[config.mk]
export PLATFORM = sky130hd
export DESIGN_NAME = ex_stage_mc
export DESIGN_NICKNAME = d
export VERILOG_FILES = /design/src/rtl/ex_stage_mc.sv
export SDC_FILE = /design/constraint.sdc
export NUM_CORES = 2
export LEC_CHECK = 0
export CAP_MARGIN = 20
export CORE_UTILIZATION = 45
export CTS_CLUSTER_SIZE = 28
export DETAILED_ROUTE_END_ITERATION = 12
export GPL_ROUTABILITY_DRIVEN = 0
export HOLD_SLACK_MARGIN = 0.03
export SLEW_MARGIN = 10
export SYNTH_ARGS = -nofsm -noshare
export SYNTH_HDL_FRONTEND = slang
export SYNTH_SLANG_ARGS = --single-unit
[constraint.sdc]
create_clock -name clk_i -period 10.78 [get_ports clk_i]
set_input_delay 1.617 -clock clk_i [delete_from_list [all_inputs] [get_ports clk_i]]
set_output_delay 1.617 -clock clk_i [all_outputs]
set_load 0.02 [all_outputs]
[src/rtl/ex_stage_mc.sv]
// Multi-cycle execute stage: single-cycle ALU plus an iterative multiply/divide
// unit, with valid/ready handshakes toward decode and toward writeback.
// ALU op encoding ({funct7[5], funct3}): 0000 ADD, 1000 SUB, 0001 SLL, 0010 SLT,
// 0011 SLTU, 0100 XOR, 0101 SRL, 1101 SRA, 0110 OR, 0111 AND, 1001 pass B (LUI).
module ex_stage_mc #(
  parameter int WORD_WIDTH         = 32,
  parameter int ALU_OP_WIDTH       = 4,
  parameter int RISCV_M_CORE       = 1,
  parameter int MUL_BITS_PER_CYCLE = 1
) (
  input  logic                    clk_i,
  input  logic                    rst_i,
  input  logic                    in_valid_i,
  output logic                    in_ready_o,
  input  logic [WORD_WIDTH-1:0]   rdata1_i,
  input  logic [WORD_WIDTH-1:0]   rdata2_i,
  input  logic [WORD_WIDTH-1:0]   imm_i,
  input  logic [WORD_WIDTH-1:0]   pc_i,
  input  logic                    pc_alu_mux_i,
  input  logic                    imm_alu_mux_i,
  input  logic [ALU_OP_WIDTH-1:0] alu_op_ctrl_i,
  input  logic                    alu_mdu_sel_i,
  input  logic                    zeroflag_inv_i,
  input  logic                    flush_i,
  output logic                    out_valid_o,
  input  logic                    out_ready_i,
  output logic [WORD_WIDTH-1:0]   ex_data_o,
  output logic [WORD_WIDTH-1:0]   rdata2_store_o,
  output logic                    branch_flag_o,
  output logic                    busy_o
);

  localparam int W         = WORD_WIDTH;
  localparam int BPC       = MUL_BITS_PER_CYCLE;
  localparam int SHW       = $clog2(W);
  localparam int CNT_W     = $clog2(W + 1);
  localparam logic [CNT_W-1:0] MUL_LAST = CNT_W'(W / BPC - 1);
  localparam logic [CNT_W-1:0] DIV_LAST = CNT_W'(W);
  localparam logic [CNT_W-1:0] CNT_ONE  = CNT_W'(1);
  localparam logic             M_EN     = (RISCV_M_CORE != 0);

  localparam logic [ALU_OP_WIDTH-1:0] ALU_ADD  = 4'b0000;
  localparam logic [ALU_OP_WIDTH-1:0] ALU_SUB  = 4'b1000;
  localparam logic [ALU_OP_WIDTH-1:0] ALU_SLL  = 4'b0001;
  localparam logic [ALU_OP_WIDTH-1:0] ALU_SLT  = 4'b0010;
  localparam logic [ALU_OP_WIDTH-1:0] ALU_SLTU = 4'b0011;
  localparam logic [ALU_OP_WIDTH-1:0] ALU_XOR  = 4'b0100;
  localparam logic [ALU_OP_WIDTH-1:0] ALU_SRL  = 4'b0101;
  localparam logic [ALU_OP_WIDTH-1:0] ALU_SRA  = 4'b1101;
  localparam logic [ALU_OP_WIDTH-1:0] ALU_OR   = 4'b0110;
  localparam logic [ALU_OP_WIDTH-1:0] ALU_AND  = 4'b0111;
  localparam logic [ALU_OP_WIDTH-1:0] ALU_PASSB = 4'b1001;

  typedef enum logic [1:0] {IDLE, MUL, DIV, DONE} state_t;

  state_t state_reg, state_next;

  logic             out_valid_reg;
  logic [W-1:0]     ex_data_reg, store_reg;
  logic             branch_reg;
  logic [2:0]       f3_reg;
  logic             neg_reg, rem_neg_reg, inv_reg;
  logic [CNT_W-1:0] cnt_reg;
  logic [2*W-1:0]   mcand_reg, prod_reg;
  logic [W-1:0]     mplier_reg, divisor_reg, quot_reg, rem_reg;

  logic             accept, transfer, mdu_sel;
  logic [2:0]       funct3;
  logic [W-1:0]     op_a, op_b, a_mag, b_mag, alu_result;
  logic             a_neg, b_neg;

  assign mdu_sel     = alu_mdu_sel_i & M_EN;
  assign funct3      = alu_op_ctrl_i[2:0];
  assign op_a        = pc_alu_mux_i ? pc_i : rdata1_i;
  assign op_b        = imm_alu_mux_i ? imm_i : rdata2_i;
  assign in_ready_o  = (state_reg == IDLE) & (~out_valid_reg | out_ready_i) & ~flush_i;
  assign accept      = in_valid_i & in_ready_o;
  assign transfer    = out_valid_reg & out_ready_i;
  assign busy_o      = (state_reg == MUL) | (state_reg == DIV);
  assign out_valid_o = out_valid_reg;
  assign ex_data_o   = ex_data_reg;
  assign rdata2_store_o = store_reg;
  assign branch_flag_o  = branch_reg;

  // Operand signedness: rs1 signed for MULH/MULHSU/DIV/REM, rs2 signed for MULH/DIV/REM.
  assign a_neg = op_a[W-1] & ((funct3 == 3'd1) | (funct3 == 3'd2) | (funct3 == 3'd4) | (funct3 == 3'd6));
  assign b_neg = op_b[W-1] & ((funct3 == 3'd1) | (funct3 == 3'd4) | (funct3 == 3'd6));
  assign a_mag = a_neg ? -op_a : op_a;
  assign b_mag = b_neg ? -op_b : op_b;

  // Single-cycle ALU
  always_comb begin
    alu_result = op_a + op_b;
    case (alu_op_ctrl_i)
      ALU_ADD:   alu_result = op_a + op_b;
      ALU_SUB:   alu_result = op_a - op_b;
      ALU_SLL:   alu_result = op_a << op_b[SHW-1:0];
      ALU_SLT:   alu_result = {{(W-1){1'b0}}, $signed(op_a) < $signed(op_b)};
      ALU_SLTU:  alu_result = {{(W-1){1'b0}}, op_a < op_b};
      ALU_XOR:   alu_result = op_a ^ op_b;
      ALU_SRL:   alu_result = op_a >> op_b[SHW-1:0];
      ALU_SRA:   alu_result = W'($signed(op_a) >>> op_b[SHW-1:0]);
      ALU_OR:    alu_result = op_a | op_b;
      ALU_AND:   alu_result = op_a & op_b;
      ALU_PASSB: alu_result = op_b;
      default:   alu_result = op_a + op_b;
    endcase
  end

  // Multiplier: BPC partial products per cycle, one per retired multiplier bit
  logic [2*W-1:0] pp [BPC];
  logic [2*W-1:0] mul_add, prod_step, mul_full;
  logic [W-1:0]   mul_result;

  generate
    for (genvar gi = 0; gi < BPC; gi++) begin : g_pp
      assign pp[gi] = mplier_reg[gi] ? (mcand_reg << gi) : '0;
    end
  endgenerate

  // Sum the partial products and apply the final sign correction
  always_comb begin
    mul_add = '0;
    for (int i = 0; i < BPC; i++) mul_add = mul_add + pp[i];
    prod_step  = prod_reg + mul_add;
    mul_full   = neg_reg ? -prod_step : prod_step;
    mul_result = (f3_reg == 3'd0) ? mul_full[W-1:0] : mul_full[2*W-1:W];
  end

  // Restoring divider step and sign fix-up
  logic [W:0]   rem_shift;
  logic         div_ge;
  logic [W-1:0] rem_step, quot_step, div_result;

  always_comb begin
    rem_shift  = {rem_reg, quot_reg[W-1]};
    div_ge     = rem_shift >= {1'b0, divisor_reg};
    rem_step   = div_ge ? (rem_shift[W-1:0] - divisor_reg) : rem_shift[W-1:0];
    quot_step  = {quot_reg[W-2:0], div_ge};
    div_result = f3_reg[1] ? (rem_neg_reg ? -rem_reg : rem_reg)
                           : (neg_reg ? -quot_reg : quot_reg);
  end

  // State register
  always_ff @(posedge clk_i) begin
    if (rst_i) state_reg <= IDLE;
    else       state_reg <= state_next;
  end

  // Next-state: MDU ops iterate, then park in DONE until the result is taken
  always_comb begin
    state_next = state_reg;
    case (state_reg)
      IDLE: if (accept && mdu_sel) state_next = funct3[2] ? DIV : MUL;
      MUL:  if (cnt_reg == MUL_LAST) state_next = DONE;
      DIV:  if (cnt_reg == DIV_LAST) state_next = DONE;
      DONE: if (transfer) state_next = IDLE;
      default: state_next = IDLE;
    endcase
    if (flush_i) state_next = IDLE;
  end

  // Datapath: operand latch at accept, MDU iteration, result/valid registers
  always_ff @(posedge clk_i) begin
    if (rst_i) begin
      out_valid_reg <= 1'b0;
      ex_data_reg   <= '0;
      store_reg     <= '0;
      branch_reg    <= 1'b0;
      f3_reg        <= '0;
      neg_reg       <= 1'b0;
      rem_neg_reg   <= 1'b0;
      inv_reg       <= 1'b0;
      cnt_reg       <= '0;
      mcand_reg     <= '0;
      prod_reg      <= '0;
      mplier_reg    <= '0;
      divisor_reg   <= '0;
      quot_reg      <= '0;
      rem_reg       <= '0;
    end else if (flush_i) begin
      out_valid_reg <= 1'b0;
    end else begin
      if (transfer) out_valid_reg <= 1'b0;
      if (accept) begin
        store_reg <= rdata2_i;
        f3_reg    <= funct3;
        inv_reg   <= zeroflag_inv_i;
        cnt_reg   <= '0;
        if (mdu_sel) begin
          mcand_reg   <= {{W{1'b0}}, a_mag};
          mplier_reg  <= b_mag;
          prod_reg    <= '0;
          divisor_reg <= b_mag;
          quot_reg    <= a_mag;
          rem_reg     <= '0;
          rem_neg_reg <= a_neg;
          // A zero divisor keeps the all-ones quotient unsigned-looking.
          neg_reg     <= funct3[2] ? ((a_neg ^ b_neg) & (op_b != '0)) : (a_neg ^ b_neg);
        end else begin
          ex_data_reg   <= alu_result;
          branch_reg    <= (alu_result == '0) ^ zeroflag_inv_i;
          out_valid_reg <= 1'b1;
        end
      end
      case (state_reg)
        MUL: begin
          prod_reg   <= prod_step;
          mcand_reg  <= mcand_reg << BPC;
          mplier_reg <= mplier_reg >> BPC;
          cnt_reg    <= cnt_reg + CNT_ONE;
          if (cnt_reg == MUL_LAST) begin
            ex_data_reg   <= mul_result;
            branch_reg    <= (mul_result == '0) ^ inv_reg;
            out_valid_reg <= 1'b1;
          end
        end
        DIV: begin
          cnt_reg <= cnt_reg + CNT_ONE;
          if (cnt_reg == DIV_LAST) begin
            ex_data_reg   <= div_result;
            branch_reg    <= (div_result == '0) ^ inv_reg;
            out_valid_reg <= 1'b1;
          end else begin
            rem_reg  <= rem_step;
            quot_reg <= quot_step;
          end
        end
        default: ;
      endcase
    end
  end

endmodule

After elaboration in Yosys (flattened, before gate mapping) --
Index checks and enable logic that the tools add are counted.
Cells by class: equal/unequal tests 23, shifts and indexed selects 3, reductions and logical operators 17, bitwise gates (word level) 23, muxes and demuxes 54, add/subtract/negate cells 10, order comparisons 3
Operator list (number):
- 2-to-1 mux 32 bit | 24
- 2-to-1 mux 64 bit | 8
- one-hot mux 32 bit (10 select lines) | 1
- negator 32 bit | 4
- logical NOT 32 bit | 3
- adder 64 bit | 1
- < comparator 32 bit | 2
- negator 64 bit | 1
- one-hot mux 32 bit (2 select lines) | 1
- subtractor 32 bit | 2
- >= comparator 33 x 32 -> 1 bit | 1
- adder 32 bit | 1
- bitwise AND 32 bit | 1
- OR 32 bit | 1
- nonzero test 32 bit | 1
- << shifter 32 x 5 -> 32 bit | 1
- >> shifter 32 x 5 -> 32 bit | 1
- >>> shifter 32 x 5 -> 32 bit | 1
- XOR 32 bit | 1
- equality test 4 x 3 -> 1 bit (second input constant) | 4
- equality test 4 bit (second input constant) | 3
- 2-to-1 mux 6 bit | 2
- 2-to-1 mux 1 bit | 10
- 2-to-1 mux 2 bit | 5
- other kinds (26) | 53
Storage, ports and cells: flip-flop bits (word level) 336, bits of input ports 141, word-level logic and storage cells 149

Longest topological paths before layout --
depth after elaboration 10, gate-level depth with buffers 27, gate-level depth less buffers 22

Worst setup path after synthesis --
No wires, ideal clock.
path kind input -> register, from input port imm_alu_mux_i, to register branch_reg, in the netlist branch_flag_o, stages on the path 26, data arrival time 7243 ps, setup slack 3415 ps, cells stage by stage buf_2 > mux2_2 > inv_1 > clkbuf_1 > clkbuf_1 > clkbuf_1 > clkbuf_1 > ha_1 > clkbuf_1 > or3_1 > o221ai_1 > nor2_1 > nor2_1 > xor2_1 > o21ai_0 > a2111oi_0 > nor3_1 > a2111oi_2 > nand4b_1 > or4_1 > nor4_1 > nand4_1 > nor4_1 > xnor2_1 > nor3_1 > a311o_1
Between the ends: longest elaborated chain between the ends 9, elaborated cells between the ends (all ways) 19, classes of those cells add/sub: 2; order compare: 2; shift: 3; mux: 7; bitwise: 4; reduce/logical: 1
RTL lines:
- start, declared | line 20 | input logic imm_alu_mux_i,
- 2-to-1 mux 32 bit (*) | line 75 | assign op_b = imm_alu_mux_i ? imm_i : rdata2_i;
- adder 32 bit (tied with other cells) | line 95, 106
- one-hot mux 32 bit (10 select lines) (*) | line 94 | case (alu_op_ctrl_i)
- logical NOT 32 bit (*) | line 202 | branch_reg <= (alu_result == '0) ^ zeroflag_inv_i;
- XOR 1 bit (*) | line 202
- 2-to-1 mux 1 bit (*) | line 190 | if (mdu_sel) begin
- 2-to-1 mux 1 bit (*) | line 185 | if (accept) begin
- 2-to-1 mux 1 bit (on tied branches) | line 220, 212
- one-hot mux 1 bit (2 select lines) (*) | line 206 | case (state_reg)
- end signal, assigned | line 202
- end signal, assigned | line 214 | branch_reg <= (mul_result == '0) ^ inv_reg;
- end signal, assigned | line 222 | branch_reg <= (div_result == '0) ^ inv_reg;
- end, declared | line 60 | logic branch_reg;
Every way passes the cells marked *; elsewhere a longest branch is shown, timed or not. A chain may end at the register's enable or synchronous reset.

Worst setup path after layout --
Ends and elaborated chain as after synthesis.

==> PnR_summary.wiki <==
{| class="wikitable"
! Metric !! Value
|-
| Outcome || finished clean
|-
| Clock net sink count || around 340
|-
| Startpoint type of the worst setup path || input port
|-
| Level count of the clock H-tree || 2
|-
| IO Port Bufs || between 200 and 250
|-
| Yosys warning count || 0
|-
| Maximum number of pins on one net before global-route repair || about 160
|-
| Largest stage delay on the critical path || just over 0.8 ns
|-
| Root cell of the clock tree || sky130_fd_sc_hd__clkbuf_16
|-
| R2R setup slack || roughly 3.2 ns
|-
| Mean area per synthesized cell || 7.02 um^2
|-
| Overall die area || between 0.07 and 0.08 mm^2
|-
| Setup TNS || 0 ns
|-
| Cell depth of the worst hold path || 2
|-
| Highest fanout seen on the critical path || 37
|-
| DRT antenna net count || 0
|-
| FILL cells || ~7.8k
|-
| Max-slew headroom || 0.158
|-
| Bufs on Longest Clock Path || 3
|-
| Combined area of all synthesized cells || 0.0344 mm^2
|-
| Total gr overflow || 0
|-
| Actual transition at the worst max-transition pin || around 1.2 ns
|-
| Total design power || 4.35 mW
|-
| Drt drc || 0
|-
| Growth of design area from synthesis to finish || 12.3%
|-
| Final wirelength || about 150000 um
|-
| Unique cell type count in the Yosys netlist || between 100 and 150
|-
| Final HPWL from detailed placement || around 110000 um
|-
| Total iterations of the first detailed-routing run || 8
|-
| Share of final-layout standard cells stronger than drive strength 1 || 0.0606
|-
| Setup repair after global routing missed its margin || false
|-
| Setup slack at placement || about 2.6 ns
|-
| Clock tree from TritonCTS || done
|-
| Final max-slew violation count || 0
|-
| Via total after detailed routing || approximately 39k
|-
| Fmax || about 0.13 GHz
|-
| Critical Setup Path Class || in -> reg
|-
| Number of antenna violations at the first check in global routing || 6
|-
| P per Cell Area || approximately 110 mW/mm^2
|-
| CP endpoint kind || register
|-
| Leakage power || between 15 and 20 nW
|-
| Worst min path class || reg -> reg
|-
| Minimum clock period || 7.96 ns
|-
| Floorplan row count || slightly above 100
|-
| Net count reported at finish || roughly 5.3k
|-
| Post-CTS setup repair buffer count || 0
|-
| Portion of the clock cycle consumed by the worst path in the final layout || 0.739
|-
| Via/cell ratio || 6.57
|-
| Critical path required time || 11.27 ns
|-
| Cell-by-cell listing of the critical path || buf_2 > mux2i_4 > buf_4 > inv_2 > ha_1 > fa_1 > o21bai_1 > a21oi_1 > o21bai_1 > a21oi_1 > o211ai_1 > a31oi_1 > o22a_1 > o21ai_0 > o41ai_1 > o21ai_0 > o211ai_1 > nor4_1 > nand4_1 > nor4_1 > xnor2_1 > nor3_1 > a311o_1
|-
| Ports || about 210
|-
| Area used by multi-input combinational logic || between 0.02 and 0.03 mm^2
|-
| Number of hold-repair buffers added at the cts stage || 0
|-
| Cell family contributing the most delay on the critical path || compound AO/OA/AOI/OAI gates
|-
| Number of failing hold endpoints at the final stage || 0
|-
| Clock edge transition at the registers on the reported setup and hold paths || approximately 0.060 ns
|-
| Worst ir drop on vdd || 0.000105 V
|-
| Most used DFF post-synth || sky130_fd_sc_hd__dfxtp_1
|-
| Via count of the first global-routing pass || approximately 36k
|-
| Total global routing track utilization || 0.369
|-
| Starting Density || 0.454
|-
| Avg WL per Cell || 25.1 um
|-
| Slowest-stage cell, CP || sky130_fd_sc_hd__buf_2
|-
| Proportion of synthesized chip area in sequential cells || 0.195
|-
| Number of synthesized register bits || ~340
|-
| Chip Height || around 280 um
|-
| Instance count of the mapped netlist || roughly 4.9k
|-
| Worst setup margin || 2.82 ns
|-
| Async set-reset flop share out of synthesis || 0
|-
| Die outline width || around 280 um
|-
| Worst Skew || approximately 0.022 ns
|-
| Net count after synthesis || ~5.3k
|-
| Number of flops mapped to enable cells by yosys || 0
|-
| Buffers and inverters on the worst path || 3
|-
| Number of buffers created by CTS || between 40 and 50
|-
| Core region area || 0.0758 mm^2
|-
| Insertion delay to the later sink of the worst-skew pair || approximately 0.61 ns
|-
| Count of routing violations after the opening detailed-route iteration || ~4.7k
|-
| Global-route wire length before repair || roughly 220000 um
|-
| Max Cap Viol || 0
|-
| Number of gates on the worst path with buffers counted || 23
|-
| Data arrival at the endpoint of the critical path || about 8.5 ns
|-
| Worst reg2reg path depth || 19
|-
| Number of gates resized after cts || 0
|-
| Highest-count cells in the layout ignoring fill and taps || sky130_fd_sc_hd__nand2_1, sky130_fd_sc_hd__nor2_1, sky130_fd_sc_hd__a21oi_1
|-
| Setup violations, final || 0
|-
| Flip-flop and latch area || slightly below 0.007 mm^2
|-
| Most common cell after layout, fill and taps aside || sky130_fd_sc_hd__nand2_1
|}
==> worst paths after layout <==
check                                          end                from
worst max-delay path                 branch_flag_o       imm_alu_mux_i
worst min register to register  rdata2_store_o[14]  rdata2_store_o[14]
worst min-delay path            rdata2_store_o[14]  rdata2_store_o[14]
worst max register to register       branch_flag_o       mplier_reg[0]
==> Yosys cell counts, types with 23 or more instances <==
cell type,n,area share
sky130_fd_sc_hd__a211o_1,25,0.0064
sky130_fd_sc_hd__a211oi_1,66,0.014
sky130_fd_sc_hd__a21o_1,79,0.017
sky130_fd_sc_hd__a21oi_1,412,0.060
sky130_fd_sc_hd__a22o_1,35,0.0089
sky130_fd_sc_hd__a22oi_1,124,0.027
sky130_fd_sc_hd__a311oi_1,34,0.0086
sky130_fd_sc_hd__a31oi_1,42,0.0076
sky130_fd_sc_hd__and2_1,97,0.018
sky130_fd_sc_hd__and3_1,36,0.0065
sky130_fd_sc_hd__buf_1,43,0.0047
sky130_fd_sc_hd__clkbuf_1,293,0.032
sky130_fd_sc_hd__dfxtp_1,336,0.20
sky130_fd_sc_hd__ha_1,203,0.074
sky130_fd_sc_hd__inv_1,179,0.020
sky130_fd_sc_hd__mux2_2,38,0.012
sky130_fd_sc_hd__mux2i_1,181,0.053
sky130_fd_sc_hd__nand2_1,574,0.063
sky130_fd_sc_hd__nand2b_1,37,0.0067
sky130_fd_sc_hd__nand3_1,128,0.019
sky130_fd_sc_hd__nand4_1,51,0.0093
sky130_fd_sc_hd__nor2_1,563,0.061
sky130_fd_sc_hd__nor3_1,99,0.014
sky130_fd_sc_hd__nor4_1,34,0.0062
sky130_fd_sc_hd__o211ai_1,79,0.017
sky130_fd_sc_hd__o21ai_0,330,0.048
sky130_fd_sc_hd__o21bai_1,32,0.0070
sky130_fd_sc_hd__o22ai_1,53,0.0096
sky130_fd_sc_hd__o31ai_1,39,0.0085
sky130_fd_sc_hd__or2_2,23,0.0042
sky130_fd_sc_hd__or3_1,47,0.0085
sky130_fd_sc_hd__xnor2_1,149,0.038
sky130_fd_sc_hd__xor2_1,71,0.018
==> kinds of logic after synthesis <==
family / after synthesis / synth area share
and+or+nand+nor: 1792 / 0.242
xor gates and xnor gates: 220 / 0.0559
DFF: 336 / 0.195
AOI/OAI and AO/OA: 1589 / 0.302
buffers and inverters: 542 / 0.0604
muxes: 224 / 0.0683
adders and majority gates: 207 / 0.0761
==> routing by layer <==
layer,GRT usage,share of wire
met5,0,0.00015
met2,0.586,0.44
met4,0.219,0.073
met3,0.0843,0.098
met1,0.454,0.39
==> final cells by class <==
cell class | count | area share
Antenna cell | 3 | 0.000194
Clock buffer | 63 | 0.0332
Clock inverter | 15 | 0.00395
Inverter | 183 | 0.0178
Multi-Input combinational cell | 4032 | 0.666
Sequential cell | 336 | 0.174
Tap cell | 978 | 0.0316
Timing Repair Buffer | 306 | 0.0729
==> worst register-to-register path, stage by stage, from the launching register on <==
cell                       delay (ns)
sky130_fd_sc_hd__dfxtp_2         0.59
sky130_fd_sc_hd__buf_4           0.47
sky130_fd_sc_hd__and2_1          0.26
sky130_fd_sc_hd__ha_1            0.35
sky130_fd_sc_hd__nand2_1         0.18
sky130_fd_sc_hd__a21oi_1         0.06
sky130_fd_sc_hd__a221o_1         0.44
sky130_fd_sc_hd__or3_1           0.42
sky130_fd_sc_hd__o21ai_1         0.42
sky130_fd_sc_hd__mux2i_1         0.41
sky130_fd_sc_hd__o21bai_1        0.17
sky130_fd_sc_hd__nor4_2          0.66
sky130_fd_sc_hd__and4b_1         0.55
sky130_fd_sc_hd__nand3_1         0.21
sky130_fd_sc_hd__o311ai_0        0.96
sky130_fd_sc_hd__nand4_1         0.16
sky130_fd_sc_hd__nor4bb_1        0.36
sky130_fd_sc_hd__nand4_1         0.25
sky130_fd_sc_hd__xnor2_1         0.19
sky130_fd_sc_hd__a311o_1         0.34
==> through the flow <==
stage                     utilization  hold WS, ns  instance area [um^2]  instances
final                           0.510        0.453                 38700       5916
after global routing            0.510        0.475                 38700       5913
after CTS                       0.510        0.455                 38600       5910
after detailed placement        0.491        0.449                 37200       5832
after global placement          0.491        0.441                 37200       5832
after floorplan                     -        0.432                 34400       4910
==> report_power, final <==
group	leakage (nW)	internal, mW	total [mW]	switching, mW
Clock	0.708	0.877	1.50	0.625
Combinational	12.1	0.527	1.53	1.01
Sequential	2.72	1.28	1.31	0.0325
Power figures use the tool's default switching activity.
